File: src/rtl/fifo_unpacker_if.sv
// fifo_unpacker bus: FIFO pop side plus chunked valid/ready stream.
// master = unpacker (drives drop, out_*, busy); slave = FIFO + sink.
interface fifo_unpacker_if #(
  parameter int IN_WIDTH  = 32,
  parameter int OUT_WIDTH = 8
);
  logic                 fifo_empty;
  logic [IN_WIDTH-1:0]  fifo_data;
  logic                 fifo_drop;
  logic [OUT_WIDTH-1:0] out_data;
  logic                 out_valid;
  logic                 out_ready;
  logic                 out_last;
  logic                 busy;

  modport master (
    input  fifo_empty,
    input  fifo_data,
    input  out_ready,
    output fifo_drop,
    output out_data,
    output out_valid,
    output out_last,
    output busy
  );

  modport slave (
    output fifo_empty,
    output fifo_data,
    output out_ready,
    input  fifo_drop,
    input  out_data,
    input  out_valid,
    input  out_last,
    input  busy
  );
endinterface

File: src/rtl/fifo_unpacker.sv
// fifo_unpacker: pops IN_WIDTH words, streams RATIO OUT_WIDTH chunks.
// Ports: clk, rst (sync, active-high), bus (fifo_unpacker_if.master).
module fifo_unpacker #(
  parameter int IN_WIDTH  = 32,
  parameter int OUT_WIDTH = 8,
  parameter bit LSB_FIRST = 1'b1
) (
  input logic             clk,
  input logic             rst,
  fifo_unpacker_if.master bus
);
  localparam int RATIO = IN_WIDTH / OUT_WIDTH;
  localparam int CW = (RATIO > 1) ? $clog2(RATIO) : 1;
  localparam logic [CW-1:0] LAST_IDX = CW'(RATIO - 1);

  typedef enum logic {
    IDLE,
    SEND
  } state_t;

  state_t                         state_q, state_d;
  logic [IN_WIDTH-1:0]            sreg_q, sreg_d;
  logic [CW-1:0]                  cnt_q, cnt_d;
  logic                           drop_q, drop_d;
  logic [RATIO-1:0][OUT_WIDTH-1:0] chunks;
  logic [CW-1:0]                  idx;
  logic                           send;
  logic                           last;
  logic                           xfer;
  logic                           load;
  logic                           adv;
  logic                           fin;

  assign chunks = sreg_q;
  assign send   = (state_q == SEND);
  assign last   = (cnt_q == LAST_IDX);
  assign xfer   = send & bus.out_ready;
  assign idx    = LSB_FIRST ? cnt_q
                            : LAST_IDX - cnt_q;

  // load, adv and fin are mutually exclusive
  assign load = ~bus.fifo_empty &
                (~send | (xfer & last));
  assign adv  = xfer & ~last;
  assign fin  = xfer & last & bus.fifo_empty;

  always_comb begin
    state_d = state_q;
    sreg_d  = sreg_q;
    cnt_d   = cnt_q;
    drop_d  = 1'b0;
    unique case (1'b1)
      load: begin
        state_d = SEND;
        sreg_d  = bus.fifo_data;
        cnt_d   = '0;
        drop_d  = 1'b1;
      end
      adv: begin
        cnt_d = cnt_q + 1'b1;
      end
      fin: begin
        state_d = IDLE;
      end
      default: begin
      end
    endcase
  end

  always_ff @(posedge clk) begin
    if (rst) begin
      state_q <= IDLE;
      sreg_q  <= '0;
      cnt_q   <= '0;
      drop_q  <= 1'b0;
    end else begin
      state_q <= state_d;
      sreg_q  <= sreg_d;
      cnt_q   <= cnt_d;
      drop_q  <= drop_d;
    end
  end

  assign bus.fifo_drop = drop_q;
  assign bus.out_valid = send;
  assign bus.busy      = send;
  assign bus.out_last  = send & last;
  assign bus.out_data  = send ? chunks[idx]
                              : '0;
endmodule

File: src/flat_wrapper.sv
// flat-port wrapper written by rule: the top's interface ports become plain ports
module fifo_unpacker_flat 
#(
  parameter int IN_WIDTH  = 32,
  parameter int OUT_WIDTH = 8,
  parameter bit LSB_FIRST = 1'b1
)
  (clk, rst, bus_fifo_empty, bus_fifo_data, bus_out_ready, bus_fifo_drop, bus_out_data, bus_out_valid, bus_out_last, bus_busy);
  fifo_unpacker_if #(.IN_WIDTH(IN_WIDTH), .OUT_WIDTH(OUT_WIDTH)) bus_i ();
  input logic clk;
  input logic rst;
  input wire logic [$bits(bus_i.fifo_empty)-1:0] bus_fifo_empty;
  input wire logic [$bits(bus_i.fifo_data)-1:0] bus_fifo_data;
  input wire logic [$bits(bus_i.out_ready)-1:0] bus_out_ready;
  output wire logic [$bits(bus_i.fifo_drop)-1:0] bus_fifo_drop;
  output wire logic [$bits(bus_i.out_data)-1:0] bus_out_data;
  output wire logic [$bits(bus_i.out_valid)-1:0] bus_out_valid;
  output wire logic [$bits(bus_i.out_last)-1:0] bus_out_last;
  output wire logic [$bits(bus_i.busy)-1:0] bus_busy;
  assign bus_i.fifo_empty = bus_fifo_empty;
  assign bus_i.fifo_data = bus_fifo_data;
  assign bus_i.out_ready = bus_out_ready;
  assign bus_fifo_drop = bus_i.fifo_drop;
  assign bus_out_data = bus_i.out_data;
  assign bus_out_valid = bus_i.out_valid;
  assign bus_out_last = bus_i.out_last;
  assign bus_busy = bus_i.busy;
  fifo_unpacker #(.IN_WIDTH(IN_WIDTH), .OUT_WIDTH(OUT_WIDTH), .LSB_FIRST(LSB_FIRST)) u_core (.clk(clk), .rst(rst), .bus(bus_i));
endmodule
File: config.mk
export PLATFORM = sky130hd
export DESIGN_NAME = fifo_unpacker_flat
export DESIGN_NICKNAME = d
export VERILOG_FILES = /design/src/rtl/fifo_unpacker_if.sv /design/src/rtl/fifo_unpacker.sv /design/src/flat_wrapper.sv
export SDC_FILE = /design/constraint.sdc
export NUM_CORES = 1
export LEC_CHECK = 0
export ABC_CLOCK_PERIOD_IN_PS = 1800
export CORE_AREA = 2 2 55 78
export DETAILED_ROUTE_END_ITERATION = 8
export DIE_AREA = 0 0 57 80
export PLACE_DENSITY = 0.75
export SYNTH_ARGS = -nofsm -noshare
export SYNTH_HDL_FRONTEND = slang
export SYNTH_SLANG_ARGS = --single-unit
File: constraint.sdc
create_clock -name clk -period 1.8 [get_ports clk]
set_input_delay 0.54 -clock clk [delete_from_list [all_inputs] [get_ports clk]]
set_output_delay 0.54 -clock clk [all_outputs]
set_load 0.1 [all_outputs]
Word-level counts from Yosys, hierarchy flattened
Index checks and enable logic that the tools add are counted.
{"block": "totals", "reg_bits": 36, "output_inout_bits": 12, "wordCells": 25}
{"block": "op_classes", "addsub": 1, "n_lt_le_gt_ge": 1, "n_eq_ne": 1, "n_mux": 6, "bitwise_logic": 10, "reduce_logical": 2}
{"cell": "$bmux 8 s2", "count": 1}
{"cell": "$mux 8", "count": 2}
{"cell": "$and 1x1->1", "count": 6}
{"cell": "$pmux 2 s2", "count": 1}
{"cell": "$reduce_bool 2->1", "count": 2}
{"cell": "$lt 2x3->1 const B", "count": 1}
{"cell": "$not 1->1", "count": 3}
{"cell": "$add 2x1->2 const B", "count": 1}
{"cell": "$eq 2x2->1 const B", "count": 1}
{"cell": "$pmux 1 s2", "count": 1}
{"cell": "$mux 1", "count": 1}
{"cell": "$or 1x1->1", "count": 1}

Logic depth before layout (Yosys ltp)
{"block": "logic_depth", "word_depth": 5, "ltp_mapped": 6}

Worst setup path after synthesis
No wires, ideal clock.
{"block": "synth_timing", "path_kind": "register to output", "start": "register u_core.state_q, in the netlist u_core.bus.busy", "end": "output port bus_out_data[0]", "arrival_time_ns": 2.018, "required_ns": 1.260, "setup_slack_ns": -0.758, "stages_incl_launch_ff": 3, "path_cell_list": "dfxtp_1 buf_2 and2_1"}
{"block": "synth_via", "elab_chain_cells": 1}
{"element": "from (decl)", "line_no": "fifo_unpacker.sv:21", "source": "state_t state_q, state_d;"}
{"element": "from (signal assigned)", "line_no": "fifo_unpacker.sv:77", "source": "state_q <= state_d;"}
{"element": "$mux 8", "line_no": "fifo_unpacker.sv:88", "source": "assign bus.out_data = send ? chunks[idx]"}
{"element": "to (decl)", "line_no": "flat_wrapper.sv:16", "source": "output wire logic [$bits(bus_i.out_data)-1:0] bus_out_data;"}
No other way between the ends.

Worst setup path after layout
{"block": "layout_timing", "start": "register u_core.cnt_q[1]", "end": "output port bus_out_data[1]"}
{"block": "layout_via", "elab_chain_cells": 3}
{"element": "from (decl)", "line_no": "fifo_unpacker.sv:23", "source": "logic [CW-1:0] cnt_q, cnt_d;"}
{"element": "from (signal assigned)", "line_no": "fifo_unpacker.sv:79", "source": "cnt_q <= cnt_d;"}
{"element": "$bmux 8 s2", "line_no": "fifo_unpacker.sv:88"}
{"element": "$mux 8 (not written as such)", "line_no": "fifo_unpacker.sv:88"}
{"element": "$mux 8", "line_no": "fifo_unpacker.sv:88"}
No other way between the ends. The select of a mux whose other input is x is not followed.

==> results.cfg <==
[status]
status = finished with violations
violations = negative setup slack

[pwr]
power_uw = 1960
powerDensity_nw_per_um2 = 694
switching_share_pct = 29.8
ir_drop_v = 0.000640
switching_power_uw = 583
power_frac_comb_pct = 24.7
power_frac_clock_pct = 30.7
cellInternalPower_uw = 1370
total_leakage_power_uw = 0.00103
seqPwrFrac_pct = 44.7

[cts]
htree_levels = 2
cts_tree = yes
cts_max_path_buffers = 2
cts_root_buffer = clkbuf_8
clock-sinks = 36
clk_latency_ns = 0.30
cts_buffers = 5
path_clk_slew_ns = 0.08
holdBufCountCts = 0

[sta]
timing.hold.ws_ns = 0.483
final_hold_viol_count = 0
skew_ns = 0.00796
period_minus_slack_ns = 2.20
max_freq_mhz = 455
worst_slack_ns = -0.396
max_slew_margin_pct = 78.7
rsz0062_at_grt = true
fin_crit_sh_pct = 122
tightest_slew_ns = 0.319
setup_viol = 26
maxSlewViolCount = 0

[cells_and_area]
n_antenna_cell = 0
layout-drive-gt1-share_pct = 36.1
area_growth_pct = 56.3
fin_nets = 280
nFillCells = 270

[detailed_routing]
route.met3.wl_um = 255
drtAntennaViolNets = 0
top_layer = met4
wl_per_cell_um = 17.4
wl_um = 4980
firstDrtPassIters = 5
num_vias = 1660
drc = 0
wl_met2_um = 2640
wl_met1_um = 1990
vias_per_cell = 5.78
drt_iter0_drc = 47

[logic_synthesis]
async_flop_share_pct = 0
synthTopCellsByCount = dfxtp_1, a21oi_1, or3b_1, o21ai_1, o21ai_0
ys_ff_latch = 36
seq_area_frac_synth_pct = 39.9
synth_flop_cell = dfxtp_1
postSynthAreaPerCell_um2 = 9.81
synth_top_area_share_pct = 39.9
yosysTopAreaCell = dfxtp_1
yosysWarningCount = 0
netlist_instances = 184
synth_cell_types = 22
syn_area_um2 = 1800
yosys-top-cells-area = dfxtp_1, or3b_1, mux4_2, a21oi_1, o21ai_1
syn-num-nets = 221
synth.most_common_cell = dfxtp_1
synth_edf_count = 0

[place]
io_buffers = 47
post-place-ws_ns = -0.122
dp_hpwl_um = 2990
place_congestion = 0.815

[grt]
grt_pass1_vias = 1466
antenna_found_initial = 0
grt.total_usage_pct = 19.5
grt_pass1_wl_um = 6640
grt_remaining_overflow = 0
grt_max_degree = 34

[die]
initial_utilization_pct = 46.8
die_w_um = 57
core.rowCount = 27
die_y_um = 80
io_pins = 48
die-area_um2 = 4560
coreArea_um2 = 3850

[setup_path]
crit_required_ns = 1.26
end_kind = output pin
worstPathArrival_ns = 1.66
cp-start-kind = register
critPathKind = register to output pin
critPathMaxFanout = 6

[run]
drv_cap = 0

[worst_hold_path]
hold_path.class = register to register
==> worst max-delay path, cell delays in order (launching register included) <==
cell and delay (ns):
dfxtp_2 0.36, buf_12 0.13, mux4_2 0.52, and2_4 0.18, buf_12 0.16
==> cells in the final DEF, fill, tap and decap left out, types with 2 or more instances in the layout <==
cell,netlist,routed
a21oi_1,33,18
a21oi_2,0,15
and2_4,0,9
buf_12,0,18
buf_4,3,17
clkbuf_16,0,3
clkbuf_8,0,5
clkdlybuf4s50_1,0,34
clkinvlp_4,0,2
dfxtp_1,36,34
dfxtp_2,0,2
mux4_2,8,8
nand3b_1,2,2
nor2_1,2,2
o21ai_0,13,13
o21ai_1,19,19
or3b_1,32,28
or3b_4,0,4
==> logic make-up after synthesis <==
logic type / Yosys count / share of synthesized area (%)
AO/OA/AOI/OAI: 68 / 20.0
adder cells (fa/ha/maj): 1 / 0.693
buffers and inverters: 23 / 8.53
flip-flops: 36 / 39.9
multiplexers: 8 / 9.99
AND/OR/NAND/NOR: 48 / 20.9
==> power groups by stage <==
stage	sequential, uW	combinational (uW)	clock (uW)
after floorplan	893	225	0
after detailed placement	890	404	0
after global routing	878	509	638
final	874	483	600
after CTS	872	411	598
after global placement	888	401	0
==> registers in the layout, summed over array words and instances, names as in the netlist <==
name                  flops
u_core.bus.fifo_drop      1
u_core.cnt_q              2
u_core.bus.busy           1
u_core.chunks            32
==> timing repair <==
item                       4_1_cts  5_1_grt
pin swaps                        1        2
setup buffers                    1        6
resized for setup               12       20
cloned                           0        3
setup endpoints to repair        9       18
==> cell type report <==
class	instances	area (um2)	share of cell area, %
Multi-Input combinational cell	125	1030	36.6
Clock inverter	3	23.8	0.843
Tap cell	43	53.8	1.91
Timing Repair Buffer	74	916	32.5
Clock buffer	5	68.8	2.44
Inverter	1	3.75	0.133
Sequential cell	36	723	25.6
==> layer usage <==
metal	up-vias	GRT usage [%]
met1	795	21.6
met3	8	4.86
li1	788	-
met2	69	34.6
met4	0	9.07
met5	-	0
==> per-stage QoR <==
step           instances  utilization [%]  setup TNS, ns  cell area, um2
2_1_floorplan        184                -          -1.08            1820
3_3_place_gp         269             64.8          -2.67            2500
3_5_place_dp         269             64.8          -3.04            2500
4_1_cts              278             68.1          -3.01            2620
5_1_grt              287             73.2          -5.60            2820
6_report             287             73.2          -3.38            2820
==> final timing paths <==
path         cells past startpoint                 to  slack [ns]              start
min                              2  u_core.chunks[26]        0.48  u_core.chunks[26]
min reg2reg                      2  u_core.chunks[26]        0.48  u_core.chunks[26]
max reg2reg                      9   u_core.chunks[9]       -0.09    u_core.cnt_q[1]
max                              4    bus_out_data[1]       -0.40    u_core.cnt_q[1]
Power figures use the tool's default switching activity.
